$ cat config.mk
export PLATFORM = sky130hd
export DESIGN_NAME = shift_operand_stage
export DESIGN_NICKNAME = d
export VERILOG_FILES = /design/src/rtl/shift_operand_stage.sv
export SDC_FILE = /design/constraint.sdc
export NUM_CORES = 1
export LEC_CHECK = 0
export BUFFER_PORTS_ARGS = -buffer_cell sky130_fd_sc_hd__clkbuf_2
export CAP_MARGIN = 0
export CORE_MARGIN = 8
export CORE_UTILIZATION = 38
export DETAILED_ROUTE_END_ITERATION = 10
export HOLD_SLACK_MARGIN = 0.02
export PLACE_DENSITY = 0.76
export SYNTH_ARGS = -nofsm -noshare
export SYNTH_HDL_FRONTEND = slang
export SYNTH_SLANG_ARGS = --single-unit
$ cat constraint.sdc
create_clock -name clk -period 3 [get_ports clk]
set_clock_uncertainty 0.05 [all_clocks]
set_input_delay 0 -clock clk [delete_from_list [all_inputs] [get_ports clk]]
set_output_delay 0 -clock clk [all_outputs]
set_load 0.03 [all_outputs]
$ cat src/rtl/shift_operand_stage.sv
// ---------------------------------------------------------------------------
// shift_operand_stage
//   Operand-2 stage sitting between register-file read and the barrel shifter.
//   Decodes the ARM data-processing operand-2 field of the accepted instruction
//   and holds the shifter controls (enable, direction, data, amount) in
//   registers until the downstream stage consumes them. Register-specified
//   shifts spend one extra cycle (RS_WAIT) collecting Rs from the read port.
//
// State table
//   state   | meaning
//   EMPTY   | no operation held; ready for a new instruction
//   RS_WAIT | register-shift op latched, capturing Rs[7:0] as the amount
//   FULL    | shifter controls valid, waiting for out_ready
//
// Ports
//   clk, rst           clock, synchronous active-high reset
//   flush              synchronous pipeline flush, overrides everything but rst
//   in_valid/in_ready  handshake with the decode stage
//   instr, rm_data     instruction word and Rm value, valid with in_valid
//   rs_data            Rs value, valid the cycle after a register-shift accept
//   rs_req             Rs read port in use (RS_WAIT)
//   out_valid/out_ready handshake with the shifter/ALU stage
//   sh_enable          shifter enable
//   sh_control         0 = LSL, 1 = LSR
//   sh_in_data         data to shift
//   sh_shift_amt       shift amount, zero-extended
//   sh_unsup           ASR/ROR encoding, not supported by the shifter
// ---------------------------------------------------------------------------
module shift_operand_stage #(
  parameter int DATA_W = 32,
  parameter int AMT_W  = 32
) (
  input  logic              clk,
  input  logic              rst,
  input  logic              flush,
  input  logic              in_valid,
  output logic              in_ready,
  input  logic [31:0]       instr,
  input  logic [DATA_W-1:0] rm_data,
  input  logic [DATA_W-1:0] rs_data,
  output logic              rs_req,
  output logic              out_valid,
  input  logic              out_ready,
  output logic              sh_enable,
  output logic              sh_control,
  output logic [DATA_W-1:0] sh_in_data,
  output logic [AMT_W-1:0]  sh_shift_amt,
  output logic              sh_unsup
);

  typedef enum logic [1:0] {
    EMPTY   = 2'd0,
    RS_WAIT = 2'd1,
    FULL    = 2'd2
  } state_t;

  state_t            state, state_nxt;
  logic              accept;
  logic              is_imm;
  logic              is_reg;
  logic              lsr_32;
  logic [AMT_W-1:0]  imm_amt;

  // Bits of the instruction and Rs that this stage never looks at.
  logic              unused_bits;
  assign unused_bits = ^{instr[31:26], instr[24:12], rs_data[DATA_W-1:8]};

  assign out_valid = (state == FULL);
  assign rs_req    = (state == RS_WAIT);

  always_comb begin
    in_ready = !flush && ((state == EMPTY) || ((state == FULL) && out_ready));
    accept   = in_valid && in_ready;
    is_imm   = instr[25];
    is_reg   = !instr[25] && instr[4];
    // LSR with a zero imm5 encodes LSR #32.
    lsr_32   = (instr[6:5] == 2'b01) && (instr[11:7] == 5'd0);
    imm_amt  = lsr_32 ? AMT_W'(32) : AMT_W'(instr[11:7]);
  end

  always_comb begin
    state_nxt = state;
    if (flush) begin
      state_nxt = EMPTY;
    end else begin
      case (state)
        EMPTY: begin
          if (accept) state_nxt = is_reg ? RS_WAIT : FULL;
        end
        RS_WAIT: begin
          state_nxt = FULL;
        end
        FULL: begin
          if (out_ready) begin
            if (accept) state_nxt = is_reg ? RS_WAIT : FULL;
            else        state_nxt = EMPTY;
          end
        end
        default: state_nxt = EMPTY;
      endcase
    end
  end

  always_ff @(posedge clk) begin
    if (rst) state <= EMPTY;
    else     state <= state_nxt;
  end

  // Shifter controls load only on accept (and the amount in RS_WAIT), so they
  // stay frozen while FULL waits for out_ready.
  always_ff @(posedge clk) begin
    if (rst) begin
      sh_enable    <= 1'b0;
      sh_control   <= 1'b0;
      sh_in_data   <= '0;
      sh_shift_amt <= '0;
      sh_unsup     <= 1'b0;
    end else if (!flush) begin
      if (accept) begin
        if (is_imm) begin
          sh_enable    <= 1'b0;
          sh_control   <= 1'b0;
          sh_in_data   <= DATA_W'(instr[7:0]);
          sh_shift_amt <= '0;
          sh_unsup     <= 1'b0;
        end else begin
          sh_enable    <= !instr[6];
          sh_control   <= instr[5];
          sh_in_data   <= rm_data;
          sh_unsup     <= instr[6];
          if (!is_reg) sh_shift_amt <= imm_amt;
        end
      end else if (state == RS_WAIT) begin
        sh_shift_amt <= AMT_W'(rs_data[7:0]);
      end
    end
  end

endmodule
==> metrics.txt, run 1 <==
# TYPE chip_impl_metric gauge
chip_impl_info{name="outcome",value="finished clean"} 1
chip_impl_metric{name="synth_enable_flop_cells",unit=""} 0
chip_impl_metric{name="yosysSeqAreaShare",unit=""} 0.424
chip_impl_metric{name="timing_worst_slew_pin_value",unit="ps"} 1030
chip_impl_metric{name="post_synth_num_cell_types",unit=""} 29
chip_impl_metric{name="timing.max_cap.violations",unit=""} 0
chip_impl_metric{name="cp_data_arrival_time",unit="ps"} 2410
chip_impl_info{name="unrepaired_setup_endpoints_after_global_routing",value="no"} 1
chip_impl_info{name="mostFrequentLayoutCell",value="clkbuf_2"} 1
chip_impl_metric{name="groute.usage.overall",unit=""} 0.161
chip_impl_metric{name="min_delay_path_depth",unit=""} 3
chip_impl_metric{name="met3_usage",unit=""} 0.0632
chip_impl_metric{name="share_of_the_synthesized_netlist_area_taken_by_xor_and_xnor_gates",unit=""} 0
chip_impl_metric{name="grt_met2_usage",unit=""} 0.289
chip_impl_metric{name="synthAdderAreaFrac",unit=""} 0
chip_impl_metric{name="layout_min_cycle_time",unit="ps"} 2280
chip_impl_metric{name="synth_async_sr_flop_share",unit=""} 0
chip_impl_metric{name="number_of_vias_after_detailed_routing",unit=""} 2172
chip_impl_info{name="tritoncts",value="done"} 1
chip_impl_metric{name="vdd.ir_drop.worst",unit="uV"} 234
chip_impl_metric{name="route.detailed.wl_per_inst",unit="um"} 14.7
chip_impl_metric{name="pwr_density_cell",unit="nW/um2"} 416
chip_impl_metric{name="leakagePower",unit="nW"} 1.43
chip_impl_info{name="worst_hold_path.endpoint",value="sh_in_data[26]"} 1
chip_impl_metric{name="nets",unit=""} 491
chip_impl_metric{name="synthMuxAreaShare",unit=""} 0.0377
chip_impl_metric{name="cts.clk_slew.worst_paths",unit="ps"} 80
chip_impl_metric{name="synth.avg_cell_area",unit="um2"} 8.78
chip_impl_metric{name="power.switching_fraction",unit=""} 0.304
chip_impl_info{name="timing_worst_setup_path_type",value="register to register"} 1
chip_impl_metric{name="placement_rows",unit=""} 27
chip_impl_metric{name="grt_use_met1",unit=""} 0.170
chip_impl_metric{name="synth_compound_gate_area_share",unit=""} 0.148
chip_impl_metric{name="layout-area-overhead-vs-synth",unit="%"} 50.1
chip_impl_info{name="grt-busiest-layer",value="met2"} 1
chip_impl_info{name="reg2reg_to",value="sh_shift_amt[2]"} 1
chip_impl_info{name="timing.critical_path.to_type",value="register"} 1
chip_impl_info{name="crit_path_cell_trace",value="nand2b_1, nand3_2, buf_4, nand2_1, a311oi_2, dlygate4sd3_1"} 1
chip_impl_info{name="final_cell_mix",value="clkbuf_2, dlygate4sd3_1, dfxtp_1"} 1
chip_impl_metric{name="drt_first_pass_iters",unit=""} 4
chip_impl_info{name="worstReg2RegStart",value="state[1]"} 1
chip_impl_metric{name="final_layout_size_suffix_gt1_frac",unit=""} 0.315
chip_impl_metric{name="synth_seq_cells",unit=""} 45
chip_impl_info{name="critical_path.startpoint_type",value="register"} 1
chip_impl_metric{name="clock_latency",unit="ps"} 290
chip_impl_metric{name="post_synth_instance_area",unit="um2"} 2130
chip_impl_metric{name="dr.first_iter.drc_count",unit=""} 70
chip_impl_metric{name="n_fill_cell",unit=""} 483
chip_impl_metric{name="ff2ff_path_depth",unit=""} 6
chip_impl_metric{name="max-clock-path-buffers",unit=""} 2
chip_impl_metric{name="slew-limit-headroom",unit=""} 0.312
chip_impl_metric{name="timing.final.max_slew_violations",unit=""} 0
chip_impl_metric{name="design.portCount",unit=""} 171
chip_impl_metric{name="globalplace.congestion",unit=""} 0.737
chip_impl_metric{name="wire_length_of_the_first_global_routing_pass",unit="mm"} 11.2
chip_impl_metric{name="synth_simple_gate_area_share",unit=""} 0.253
chip_impl_metric{name="fmax",unit="GHz"} 0.438
chip_impl_metric{name="total_congestion_overflow_after_global_routing",unit=""} 0
chip_impl_metric{name="fin_crit_sh",unit=""} 0.760
chip_impl_metric{name="total_wire_length_after_detailed_routing",unit="mm"} 6.79
chip_impl_metric{name="clockPowerShare",unit=""} 0.266
chip_impl_metric{name="grt_start_max_net_pins",unit=""} 46
chip_impl_metric{name="cp.buffers_inverters",unit=""} 2
chip_impl_info{name="cpMaxStageDelayCell",value="dlygate4sd3_1"} 1
chip_impl_metric{name="antenna_violating_nets_post_route",unit=""} 0
chip_impl_metric{name="share_seq_of_total_power",unit=""} 0.479
chip_impl_metric{name="port_buffers",unit=""} 103
chip_impl_metric{name="syn_inst",unit=""} 242
chip_impl_metric{name="reg_to_reg_slack_setup",unit="ps"} 720
chip_impl_metric{name="maximum_fanout_along_the_worst_path",unit=""} 23
chip_impl_metric{name="total_clock_buffers_created_by_cts",unit=""} 5
chip_impl_metric{name="combinationalPowerShare",unit=""} 0.254
chip_impl_metric{name="core_area",unit="um2"} 5440
chip_impl_metric{name="netSwitchingPower",unit="uW"} 403
chip_impl_metric{name="cts_htree_levels",unit=""} 2
chip_impl_metric{name="first_global_vias",unit=""} 2300
chip_impl_info{name="min-delay-start",value="instr[25]"} 1
chip_impl_metric{name="num_antenna_cells",unit=""} 0
chip_impl_metric{name="antenna_found_initial",unit=""} 0
chip_impl_metric{name="finalSetupTns",unit="ps"} 0
chip_impl_metric{name="setup_viol_count_final",unit=""} 0
chip_impl_metric{name="worst_path_largest_cell_delay",unit="ps"} 610
chip_impl_info{name="synth_top_family_by_area",value="simple AND/OR/NAND/NOR gates"} 1
chip_impl_metric{name="dieWidth",unit="um"} 90.8
chip_impl_info{name="synth_top_flop_cell",value="dfxtp_1"} 1
chip_impl_metric{name="yosysWarnings",unit=""} 0
chip_impl_metric{name="die_y",unit="um"} 90.8
chip_impl_info{name="cts.root.buffer_cell",value="clkbuf_8"} 1
chip_impl_metric{name="die_area",unit="um2"} 8240
chip_impl_metric{name="timing.final.hold_violations",unit=""} 0
chip_impl_metric{name="dp.final_hpwl",unit="mm"} 4.39
chip_impl_metric{name="clock_sinks",unit=""} 45
chip_impl_metric{name="vias_per_cell",unit=""} 4.69
chip_impl_metric{name="final.hold.worst_slack",unit="ps"} 222
chip_impl_info{name="min-delay-path-class",value="primary input to register"} 1
chip_impl_metric{name="cts_setup_buffers",unit=""} 0
chip_impl_metric{name="critical_path_required",unit="ps"} 3130
chip_impl_metric{name="drt_drc_violations_left",unit=""} 0
chip_impl_info{name="critPathTopFamily",value="buffers and inverters"} 1
chip_impl_metric{name="initial_core_util",unit=""} 0.391
chip_impl_metric{name="p_int",unit="uW"} 924
-- worst max path at each step --
stage	start	to	slack [ps]	cells after the start
2_1_floorplan	state[0]	sh_shift_amt[4]	1700	5
3_3_place_gp	state[0]	sh_in_data[3]	1200	5
3_5_place_dp	state[1]	sh_in_data[3]	1130	5
4_1_cts	state[1]	sh_shift_amt[2]	700	6
5_1_grt	state[1]	sh_shift_amt[2]	570	6
6_report	state[1]	sh_shift_amt[2]	720	6
-- layout make-up --
class,instances,area (um2),share of cell area
timing repair buffer,161,1090,0.341
multi-input combinational,175,1020,0.321
sequential,45,901,0.282
tap,72,90.1,0.0282
clock buffer,8,80.1,0.0251
inverter,2,7.51,0.00235
-- synthesized netlist by cell type (all sizes together) (2+ instances only) --
library cell | n | area, um2
inv | 2 | 7.51
a21oi | 29 | 145
nand3 | 4 | 25.0
nand2b | 2 | 12.5
nand2 | 33 | 124
or2 | 2 | 12.5
mux2i | 8 | 80.1
nand3b | 31 | 233
clkbuf | 9 | 33.8
nor2 | 16 | 67.6
nor2b | 2 | 12.5
buf | 34 | 248
dfxtp | 45 | 901
nor3 | 2 | 10.0
a311oi | 6 | 90.1
a211oi | 9 | 67.6
-- power by group through the flow --
| stage | registers, mW | logic, mW | clock network (mW) |
|---|---|---|---|
| finish | 0.636 | 0.337 | 0.353 |
| global route | 0.640 | 0.364 | 0.393 |
| CTS | 0.636 | 0.334 | 0.373 |
| detailed placement | 0.650 | 0.273 | 0 |
| global placement | 0.649 | 0.268 | 0 |
| floorplan | 0.700 | 0.164 | 0 |
-- metrics by stage --
stage / cells / area [um2] / utilization / setup slack (ps) / total power, mW
4_1_cts: 463 / 3190 / 0.587 / 697 / 1.34
5_1_grt: 463 / 3190 / 0.587 / 572 / 1.40
2_1_floorplan: 265 / 2210 / - / 1700 / 0.864
3_5_place_dp: 400 / 2560 / 0.471 / 1130 / 0.923
3_3_place_gp: 400 / 2560 / 0.471 / 1200 / 0.917
6_report: 463 / 3190 / 0.587 / 719 / 1.33
-- cell families after synthesis --
family                 count (synthesis)
AOI/OAI and AO/OA                     45
buffers and inverters                 45
DFF                                   45
muxes                                  8
other                                  1
and+or+nand+nor                       98
-- state kept, by name, indices dropped and copies added (netlist names) --
name / cells
sh_unsup: 1
sh_enable: 1
sh_control: 1
state: 2
sh_shift_amt: 8
sh_in_data: 32
-- worst min-delay path, delay by kind of cell --
kind	cells	cell delay (ps)
buffers and inverters	1	290
and+or+nand+nor	1	160
AOI/OAI and AO/OA	1	60
-- what timing repair did --
item / 4_1_cts / 5_1_grt
gates resized for setup: 0 / 0
hold endpoints to repair: 45 / 0
hold buffers: 55 / 0
-- layer usage --
layer | wire length [um] | vias up
met5 | 0 | -
met4 | 66 | 0
met3 | 525 | 6
met2 | 3420 | 86
met1 | 2780 | 999
li1 | - | 1081
Power figures use the tool's default switching activity.
==> run 2: changes to the inputs <==
==> constraint.sdc (replaced) <==
create_clock -name clk -period 2.1 [get_ports clk]
set_clock_uncertainty 0.05 [all_clocks]
set_input_delay 0 -clock clk [delete_from_list [all_inputs] [get_ports clk]]
set_output_delay 0 -clock clk [all_outputs]
set_load 0.03 [all_outputs]
==> run 2 against run 1 <==
  * Final area rose by 0.35%
  * Count of clock-buffer cells in the layout fell by 1
  * Via count fell by 0.46%
  * Power rose by 45%
  * Register-to-register slack got worse by 390 ps
  * Critical path type unchanged
  * Highest routed layer unchanged
==> metrics.txt, run 2 (synthesis gave the netlist of run 1 again) <==
# TYPE chip_impl_metric gauge
chip_impl_info{name="outcome",value="finished clean"} 1
chip_impl_metric{name="clock_sinks",unit=""} 45
chip_impl_metric{name="power",unit="mW"} 1.92
chip_impl_metric{name="dr.first_iter.drc_count",unit=""} 77
chip_impl_metric{name="layout_min_cycle_time",unit="ps"} 1770
chip_impl_metric{name="route.detailed.wl_per_inst",unit="um"} 14.5
chip_impl_metric{name="wire_length_of_the_first_global_routing_pass",unit="mm"} 11.1
chip_impl_metric{name="met3_usage",unit=""} 0.0632
chip_impl_metric{name="combinationalPowerShare",unit=""} 0.250
chip_impl_metric{name="netSwitchingPower",unit="uW"} 576
chip_impl_metric{name="critical_path_required",unit="ps"} 2250
chip_impl_metric{name="postPlaceCellArea",unit="um2"} 2570
chip_impl_metric{name="share_seq_of_total_power",unit=""} 0.474
chip_impl_info{name="timing_worst_setup_path_type",value="register to register"} 1
chip_impl_metric{name="cts_htree_levels",unit=""} 2
chip_impl_info{name="grt-busiest-layer",value="met2"} 1
chip_impl_info{name="unrepaired_setup_endpoints_after_global_routing",value="no"} 1
chip_impl_metric{name="maximum_fanout_along_the_worst_path",unit=""} 31
chip_impl_metric{name="total_congestion_overflow_after_global_routing",unit=""} 0
chip_impl_metric{name="finalWorstSetupSlack",unit="ps"} 329
chip_impl_metric{name="leakagePower",unit="nW"} 1.43
chip_impl_metric{name="post_cts_resized",unit=""} 0
chip_impl_metric{name="fin_crit_sh",unit=""} 0.843
chip_impl_metric{name="drt_drc_violations_left",unit=""} 0
chip_impl_metric{name="dp.cells",unit=""} 402
chip_impl_metric{name="grt_start_max_net_pins",unit=""} 46
chip_impl_metric{name="place_worst_setup_slack",unit="ps"} 352
chip_impl_metric{name="first_global_vias",unit=""} 2343
chip_impl_metric{name="layout-area-overhead-vs-synth",unit="%"} 50.6
chip_impl_metric{name="timing.final.max_slew_violations",unit=""} 0
chip_impl_metric{name="n_fill_cell",unit=""} 467
chip_impl_metric{name="design.portCount",unit=""} 171
chip_impl_metric{name="die_y",unit="um"} 90.8
chip_impl_metric{name="finalSetupTns",unit="ps"} 0
chip_impl_metric{name="grt_use_met1",unit=""} 0.168
chip_impl_info{name="final_cell_mix",value="clkbuf_2, dlygate4sd3_1, dfxtp_1"} 1
chip_impl_metric{name="initial_core_util",unit=""} 0.391
chip_impl_metric{name="groute.usage.overall",unit=""} 0.159
chip_impl_metric{name="max-clock-path-buffers",unit=""} 2
chip_impl_metric{name="cts_setup_buffers",unit=""} 0
chip_impl_metric{name="globalplace.congestion",unit=""} 0.725
chip_impl_info{name="registers.top_by_ff_count",value="sh_in_data"} 1
chip_impl_metric{name="pwr_density_cell",unit="nW/um2"} 599
chip_impl_metric{name="cts.clk_slew.worst_paths",unit="ps"} 80
chip_impl_metric{name="placement_rows",unit=""} 27
chip_impl_metric{name="port_buffers",unit=""} 103
chip_impl_info{name="critical_path.startpoint_type",value="register"} 1
chip_impl_metric{name="dp.final_hpwl",unit="mm"} 4.54
chip_impl_info{name="tritoncts",value="done"} 1
chip_impl_info{name="largestRegisters",value="sh_in_data x32, sh_shift_amt x8, state x2"} 1
chip_impl_metric{name="cp_data_arrival_time",unit="ps"} 1920
chip_impl_metric{name="largest_register_ffs",unit=""} 32
chip_impl_metric{name="nets",unit=""} 492
chip_impl_metric{name="stdcell_count",unit=""} 463
chip_impl_metric{name="vdd.ir_drop.worst",unit="uV"} 351
chip_impl_metric{name="final_design_area_no_fill",unit="um2"} 3200
chip_impl_metric{name="final_core_utilization",unit=""} 0.589
chip_impl_metric{name="clock_latency",unit="ps"} 290
chip_impl_metric{name="num_antenna_cells",unit=""} 0
chip_impl_metric{name="vias_per_cell",unit=""} 4.67
chip_impl_metric{name="area_taken_by_flip_flops_and_latches",unit="um2"} 901
chip_impl_metric{name="total_wire_length_after_detailed_routing",unit="mm"} 6.69
chip_impl_metric{name="multi_input_area",unit="um2"} 1020
chip_impl_metric{name="timing.max_cap.violations",unit=""} 0
chip_impl_info{name="min-delay-path-class",value="primary input to register"} 1
chip_impl_metric{name="total_clock_buffers_created_by_cts",unit=""} 5
chip_impl_metric{name="p_int",unit="mW"} 1.34
chip_impl_metric{name="drt_first_pass_iters",unit=""} 4
chip_impl_metric{name="timing_worst_slew_pin_value",unit="ps"} 1040
chip_impl_metric{name="final_layout_size_suffix_gt1_frac",unit=""} 0.322
chip_impl_info{name="timing.critical_path.to_type",value="register"} 1
chip_impl_metric{name="slew-limit-headroom",unit=""} 0.305
chip_impl_metric{name="post_cts_hold_buffer_count",unit=""} 54
chip_impl_info{name="cts.root.buffer_cell",value="clkbuf_8"} 1
chip_impl_metric{name="dieWidth",unit="um"} 90.8
chip_impl_metric{name="grt_met2_usage",unit=""} 0.288
chip_impl_info{name="mostFrequentLayoutCell",value="clkbuf_2"} 1
chip_impl_metric{name="number_of_vias_after_detailed_routing",unit=""} 2162
chip_impl_metric{name="die_area",unit="um2"} 8240
chip_impl_metric{name="timing.final.hold_violations",unit=""} 0
chip_impl_metric{name="core_area",unit="um2"} 5440
chip_impl_metric{name="antenna_found_initial",unit=""} 0
chip_impl_metric{name="final.hold.worst_slack",unit="ps"} 134
chip_impl_metric{name="antenna_violating_nets_post_route",unit=""} 0
chip_impl_metric{name="fmax",unit="GHz"} 0.565
chip_impl_metric{name="power.switching_fraction",unit=""} 0.300
chip_impl_metric{name="setup_viol_count_final",unit=""} 0
chip_impl_metric{name="clockPowerShare",unit=""} 0.276
run 2: changes by cell type in the layout (fill, tap and decap cells not counted):
cell	before	now
buf_4	3	5
clkbuf_1	3	1
clkbuf_8	5	6
dlygate4sd3_1	55	54
run 2: area by class of cell:
type / instances / share of cell area
timing repair buffer: 162 / 0.342
inverter: 2 / 0.00234
tap: 72 / 0.0281
multi-input combinational: 175 / 0.320
clock buffer: 7 / 0.0270
sequential: 45 / 0.281
run 2: worst max-delay path, stage by stage, from the launching register on:
cell      delay (ps)
dfxtp_1          370
nor2_4           160
and3_2           560
buf_4            270
nand3b_1          90
a21oi_1          160
run 2: metal layers:
metal | part of all wire | routed length (um)
met4 | 0.0073 | 49
met5 | 0 | 0
met1 | 0.42 | 2830
met3 | 0.080 | 535
met2 | 0.49 | 3280
run 2: final timing paths:
path | from | to | slack, ps | cells after the start
setup / recovery | state[0] | sh_in_data[18] | 330 | 5
hold / removal | in_valid | state[0] | 130 | 3
setup reg to reg | state[0] | sh_in_data[18] | 330 | 5
hold reg to reg | sh_in_data[10] | sh_in_data[10] | 400 | 2
run 2: power by group through the flow:
stage	combinational (mW)	clock (mW)	sequential [mW]
5_1_grt	0.516	0.585	0.915
4_1_cts	0.476	0.560	0.910
3_3_place_gp	0.387	0	0.927
2_1_floorplan	0.234	0	1.00
6_report	0.479	0.530	0.910
3_5_place_dp	0.394	0	0.930
